File: config.mk
export PLATFORM = sky130hd
export DESIGN_NAME = mem_port_arbiter
export DESIGN_NICKNAME = d
export VERILOG_FILES = /design/src/rtl/mem_port_arbiter.sv
export SDC_FILE = /design/constraint.sdc
export NUM_CORES = 1
export LEC_CHECK = 0
export CAP_MARGIN = 40
export CORE_AREA = 2 2 89 91
export DETAILED_ROUTE_END_ITERATION = 8
export DIE_AREA = 0 0 91 93
export GPL_TIMING_DRIVEN = 0
export PLACE_DENSITY = 0.69
export SLEW_MARGIN = 20
export SYNTH_ARGS = -nofsm -noshare
export SYNTH_HDL_FRONTEND = slang
export SYNTH_SLANG_ARGS = --single-unit
File: constraint.sdc
create_clock -name clk -period 2.45 [get_ports clk]
set_input_delay 0.3675 -clock clk [delete_from_list [all_inputs] [get_ports clk]]
set_output_delay 0.3675 -clock clk [all_outputs]
set_load 0.1 [all_outputs]
File: src/rtl/mem_port_arbiter.sv
// Arbiter sharing one single-ported, synchronous-read memory between instruction fetch and data access.
// Build option: define ARB_STATS_EN to enable the 16-bit saturating conflict_cnt statistic.
module mem_port_arbiter #(
    parameter int ADDR_W     = 12,
    parameter int STARVE_LIM = 4
) (
    input  logic              clk,
    input  logic              rst,
    input  logic              if_req,
    input  logic [ADDR_W-1:0] if_addr,
    output logic              if_gnt,
    output logic              if_rvalid,
    output logic [31:0]       if_rdata,
    input  logic              dm_req,
    input  logic              dm_we,
    input  logic [3:0]        dm_be,
    input  logic [ADDR_W-1:0] dm_addr,
    input  logic [31:0]       dm_wdata,
    output logic              dm_gnt,
    output logic              dm_rvalid,
    output logic [31:0]       dm_rdata,
    output logic              mem_en,
    output logic [3:0]        mem_we,
    output logic [ADDR_W-1:0] mem_addr,
    output logic [31:0]       mem_wdata,
    input  logic [31:0]       mem_rdata,
    output logic              stall,
    output logic [15:0]       conflict_cnt
);

    typedef enum logic [1:0] {IDLE, RD_IF, RD_DM} state_t;

    state_t     r_state;
    logic [3:0] r_starve_cnt;
    logic       w_if_win;
    logic       w_dm_win;

    // NOTE: every signal assigned in always_comb gets a default first so no latch is inferred.
    always_comb begin
        w_if_win = 1'b0;
        w_dm_win = 1'b0;
        if (!rst) begin
            if (r_starve_cnt == 4'(STARVE_LIM) && if_req) w_if_win = 1'b1;
            else if (dm_req)                              w_dm_win = 1'b1;
            else if (if_req)                              w_if_win = 1'b1;
        end
    end

    assign if_gnt = w_if_win;
    assign dm_gnt = w_dm_win;
    assign stall  = !rst && ((if_req && !w_if_win) || (dm_req && !w_dm_win));

    always_comb begin
        mem_en    = 1'b0;
        mem_we    = 4'b0000;
        mem_addr  = '0;
        mem_wdata = 32'h0;
        if (w_if_win) begin
            mem_en    = 1'b1;
            mem_addr  = if_addr;
            mem_wdata = dm_wdata;
        end else if (w_dm_win) begin
            mem_en    = 1'b1;
            mem_we    = dm_we ? dm_be : 4'b0000;
            mem_addr  = dm_addr;
            mem_wdata = dm_wdata;
        end
    end

    // NOTE: sequential state uses non-blocking assignments so all registers update from pre-edge values.
    always_ff @(posedge clk) begin
        if (rst) begin
            r_state      <= IDLE;
            r_starve_cnt <= 4'd0;
        end else begin
            if (w_if_win)                r_state <= RD_IF;
            else if (w_dm_win && !dm_we) r_state <= RD_DM;
            else                         r_state <= IDLE;

            if (!if_req || w_if_win)                r_starve_cnt <= 4'd0;
            else if (r_starve_cnt < 4'(STARVE_LIM)) r_starve_cnt <= r_starve_cnt + 4'd1;
        end
    end

    // Gated by rst so a read outstanding when reset arrives never reports valid data.
    assign if_rvalid = !rst && (r_state == RD_IF);
    assign dm_rvalid = !rst && (r_state == RD_DM);
    assign if_rdata  = if_rvalid ? mem_rdata : 32'h0;
    assign dm_rdata  = dm_rvalid ? mem_rdata : 32'h0;

`ifdef ARB_STATS_EN
    logic [15:0] r_conflict_cnt;

    always_ff @(posedge clk) begin
        if (rst)                                        r_conflict_cnt <= 16'h0000;
        else if (if_req && dm_req && r_conflict_cnt != 16'hFFFF) r_conflict_cnt <= r_conflict_cnt + 16'd1;
    end

    assign conflict_cnt = rst ? 16'h0000 : r_conflict_cnt;
`else
    assign conflict_cnt = 16'h0000;
`endif

endmodule

==> impl_metrics.yaml <==
outcome:
  status: "finished, final reports clean"
timing:
  finalHoldViolCount: 0
  fin_crit_sh: 0.971
  max_freq_ghz: 0.420
  rsz0062_at_grt: "no"
  skew_ps: 1.60
  setup_violations: 0
  fin_setup_tns_ps: 0
  drv_slew: 0
  period_minus_slack_ps: 2380
  whs_ps: 521
setup_path:
  crit_family: "buffers and inverters"
  crit_path_max_incr_delay_ps: 520
  cp.depth: 6
  critPathMaxFanout: 10
  r2r_end: "r_state[1]"
  cp_cell_sequence: "nor3b_4 -> buf_4 -> clkbuf_2 -> and2_1 -> clkdlybuf4s50_1 -> buf_8"
  crit_required_ps: 2080
  cp-end-kind: "output pin"
  reg2reg_depth: 5
  r2r_start: "r_starve_cnt[1]"
  worstSetupStartpointType: "register"
  arrival_ps: 2010
  critPathBufInv: 4
  slowest_stage: "clkdlybuf4s50_1"
  crit_type: "reg2out"
  regToRegSetupSlack_ps: 1240
route:
  route.final.wire_length_um: 9750
  drc_errors: 0
  vias_per_cell: 4.12
  wire_per_inst_um: 15.9
  drtAntennaViolNets: 0
  drt_iter0_markers: 43
  dr.pass1.iters: 4
  num_vias: 2530
clock_tree:
  cts_sinks: 6
  cts_buffers: 3
  cts_tree: "built"
  cts.hold.buffers_added: 0
  clockRootBuffer: "clkbuf_8"
  clkSlewWorstSetupHoldPaths_ps: 40
  clk_latency_ps: 220
  h-tree-depth: 1
  cts.path.max_buffers: 2
floorplan:
  ios: 231
  initial_utilization: 0.167
  die-area_mm2: 0.00846
  fp.dieH_um: 93
  die_w_um: 91
  coreArea_mm2: 0.00753
  rows: 32
grt:
  antenna_found_initial: 0
  grt_pass1_wl_um: 14900
  grt_usage: 0.223
  grt_max_degree: 11
  grt_pass1_vias: 2904
  gr-total-overflow: 0
power_and_ir_drop:
  p_per_area_mw_per_mm2: 259
  ir_worst_vdd_v: 0.000187
  leakagePower_nw: 2.48
cells_and_area:
  nets: 613
  layout-drive-gt1-share: 0.359
  register_area_um2: 123
  area.growth.synth_to_final_pct: 353
  diodes: 0
  multi_input_area_mm2: 0.00104
  n_fill_cell: 460
  final_util: 0.756
yosys:
  yosysWarnings: 0
  synth_flop_cell: "dfxtp_1"
  synth-edff-count: 0
  avgSynthCellArea_um2: 7.26
  ys_ff_latch: 6
  synthCells: 173
  synth_seq_area_share: 0.0956
  synth_cell_type_count: 27
  async_flop_share: 0
  syn_area_mm2: 0.00126
worst_hold_path:
  worstHoldEndpoint: "r_starve_cnt[1]"
  holdPathStages: 2
  hp-class: "reg2reg"
  hold_start: "r_starve_cnt[1]"
run:
  maxCapViolations: 0
placed_design:
  dp_hpwl_um: 8500
  io_buffers: 214
  gp_congestion: 0.721
==> worst min-delay path: cells and delay by family (launching register included) <==
kind           cells  cell delay (ps)
AO/OA/AOI/OAI      2              160
flip-flops         1              310
==> Yosys cell counts (2+ instances only) <==
cell	n	area share
clkbuf_1	4	0.012
dfxtp_1	6	0.096
and2_1	97	0.48
a22o_1	4	0.028
nor3b_2	2	0.020
a21oi_1	3	0.012
inv_1	3	0.0090
clkbuf_2	2	0.0080
buf_2	3	0.012
buf_4	16	0.096
nand2_1	2	0.0060
a22o_2	8	0.064
and3_1	4	0.020
nor2_1	4	0.012
buf_6	2	0.018
ha_1	2	0.020
==> where the power goes <==
part	leakage (nW)	internal, W	switching, W
clock network	0.0216	0.000106	0.0000435
registers	0.0496	0.000101	0.00000213
logic	2.41	0.000494	0.000727
total	2.48	0.000700	0.000773
==> layout by cell type, fill, tap and decap left out, drive strengths merged <==
cell,Yosys,final
clkbuf,6,9
a21oi,4,4
dfxtp,6,6
nand2b,2,2
nand3b,1,1
and3,4,4
nor3b,2,2
clkdlybuf4s15,0,2
nor2,5,5
dlygate4sd2,0,5
o21ai,1,1
ha,2,2
buf,21,154
and3b,1,1
xnor2,1,1
a22o,12,12
and2b,1,1
clkdlybuf4s50,0,180
and2,97,97
a41oi,1,1
inv,3,3
nand2,2,2
conb,1,16
dlymetal6s2s,0,1
==> flip-flops by register name (all words and copies together), names as in the netlist <==
| signal | cells |
|---|---|
| r_starve_cnt | 4 |
| r_state | 2 |
==> stage by stage <==
| step | total power (W) | instance area [µm²] | instances | setup slack, ps |
|---|---|---|---|---|
| 2_1_floorplan | 0.000765 | 1310 | 188 | 52.9 |
| 3_3_place_gp | 0.00106 | 3580 | 504 | -1060 |
| 3_5_place_dp | 0.00131 | 5590 | 622 | -691 |
| 4_1_cts | 0.00148 | 5720 | 622 | 7.71 |
| 5_1_grt | 0.00151 | 5690 | 614 | 0.373 |
| 6_report | 0.00147 | 5690 | 614 | 71.1 |
==> worst max-delay path by stage <==
stage / startpoint / to / slack [ps]
after floorplan: r_starve_cnt[0] / mem_addr[0] / 50
after global placement: rst / dm_rdata[8] / -1060
after detailed placement: rst / dm_rdata[17] / -690
after CTS: r_starve_cnt[1] / mem_we[3] / 8
after global routing: dm_req / mem_wdata[4] / 0.4
final: r_state[1] / dm_rdata[8] / 70
==> area by class of cell <==
type	instances	share of cell area
buffer	27	0.0400
clock buffer	3	0.00726
inverter	3	0.00198
multi-input combinational	152	0.182
sequential	6	0.0216
tap	102	0.0224
timing repair buffer	321	0.725
==> routing by layer <==
layer / part of all wire / up-vias / wire length (µm) / global-route usage
met5: 0 / - / 0 / 0
met4: 0.046 / 0 / 446 / 0.107
met3: 0.091 / 32 / 885 / 0.0572
met2: 0.55 / 176 / 5380 / 0.460
met1: 0.31 / 1124 / 3030 / 0.197
li1: - / 1198 / - / -
==> repair_timing <==
action | in CTS | in global routing
gates resized for setup | 54 | 14
pin swaps | 5 | 1
setup endpoints to repair | 117 | 59
setup buffers | 12 | 1
cloned | 1 | 0
==> cell families after synthesis <==
kind of cell,after synthesis,synth area share
XOR/XNOR,1,0.00697
other,1,0.00299
AO/OA/AOI/OAI,18,0.136
AND/OR/NAND/NOR,115,0.584
flip-flops,6,0.0956
adder cells (fa/ha/maj),2,0.0199
buffers and inverters,30,0.154
Power figures use the tool's default switching activity.
==> RTL change, RTL diff (same settings) <==
`ADDR_W`: 12 -> 11.
--- a/src/rtl/mem_port_arbiter.sv
+++ b/src/rtl/mem_port_arbiter.sv
@@ -2,5 +2,5 @@
 // Build option: define ARB_STATS_EN to enable the 16-bit saturating conflict_cnt statistic.
 module mem_port_arbiter #(
-    parameter int ADDR_W     = 12,
+    parameter int ADDR_W     = 11,
     parameter int STARVE_LIM = 4
 ) (
Ports: changed (resized dm_addr, if_addr and mem_addr); port bits go from 231 to 228. No check against the original RTL was run, so the function may have changed too.
==> RTL change against the original RTL <==
Worst setup slack better by 0.0028 ns; sequential cell count stayed put; cell area is 2.2% lower; first-iteration DRC count is 56% lower; global-route usage is 0.23 points higher; critical path depth stayed put; synthesized area is 0.30% lower; cell count is 3.3% lower; total power is 1.1% lower; worst hold slack worse by 0.0033 ns; routed wire length is 1.0% higher; critical endpoint is now mem_we[3].
==> RTL change: results (changes against the original RTL) <==
Compound-Gate Fraction of Synth Area 0.1299 (-0.006584); non-clk buf share 0.7596 (-0.005120); peak supply drop 0.1851 mV (-0.79%); adder-cell share of the synthesized area 0.01998 (+0.00005970); multi-input gate share of total cell area 0.1862 (+0.004137); drt wl/cell 16.57 um (+4.4%); placed standard-cell area 5568 um2 (-0.43%); post-synthesis sequential area ratio 0.09590 (+0.0002866); GPL Wtd Cong 0.7480 (+3.7%); Distinct cells, synth 26 (-3.7%); Primary FF master, synth dfxtp_1; leading cell types by count after synthesis 97 x and2_1, 16 x buf_4, 8 x a22o_2, 6 x clkbuf_2, 6 x dfxtp_1; Switching Fraction 0.5274 (+0.002645); Total GRT Usage 0.2249 (+0.002315); slowest stage cell, crit path clkdlybuf4s50_1; fraction of layout cells with a size suffix above 1 0.3598 (+0.0003811); Leak 2.391 nW (-3.7%); vias in the first global route 2879 (-0.86%); nets 591 (-3.6%); Signal buffers 329 (-5.5%); Clk power 0.000149 W (about the same); combinational share of power 0.827 (-0.002); vias per cell 4.109 (-0.27%); first-pass GRT wire length 15010 um (+0.70%); DPL Wire Length 8994 um (+5.8%); pre-CTS setup slack -0.5160 ns (+0.1753 ns); Final Skew 0.001007 ns (-0.0005948 ns); XOR/XNOR Fraction of Synth Area 0.006993 (+0.00002090); Hold WS 0.5181 ns (-0.003336 ns); Crit Path Max Fanout 4 (-6); slowest stage delay, CP 0.58 ns (+0.06 ns); IO Port Bufs 211 (-1.4%); Layout fillers 465 (+1.1%); gr ovfl total 0 (unchanged); worst setup margin 0.07395 ns (+0.002815 ns); P_sw 0.0007679 W (-0.64%); status complete, no violations; Register Area 121.4 um2 (-1.0%); htree depth 1 (unchanged); multi-input gate count 151 (-0.66%); Reg2Reg Setup Slack 1.29 ns (+0.05 ns); Via Count 2441 (-3.5%)
[RTL change: cell count changes after synthesis, sizes merged]
cell and delta:
a22o -1
[RTL change: final timing paths]
| check | startpoint | to | cells past startpoint |
|---|---|---|---|
| max | r_starve_cnt[1]$_SDFFE_PP0N_ | mem_we[3] | 6 |
| min | r_starve_cnt[1]$_SDFFE_PP0N_ | r_starve_cnt[1]$_SDFFE_PP0N_ | 2 |
| max reg2reg | r_starve_cnt[0]$_SDFFE_PP0N_ | r_state[1]$_SDFF_PP0_ | 5 |
| min reg2reg | r_starve_cnt[1]$_SDFFE_PP0N_ | r_starve_cnt[1]$_SDFFE_PP0N_ | 2 |
[RTL change: routing by layer]
metal	wire, um	up-vias	global-route usage
li1	-	1155	-
met1	2973	1096	0.1931
met2	5717	166	0.4827
met5	0	-	0
met3	819	24	0.06205
met4	334	0	0.07955
[RTL change: what timing repair did]
item | in CTS | in global routing
endpoints found under the setup margin | 116 | 67
pin swaps | 4 | 2
setup buffers | 10 | 1
gates resized for setup | 39 | 28
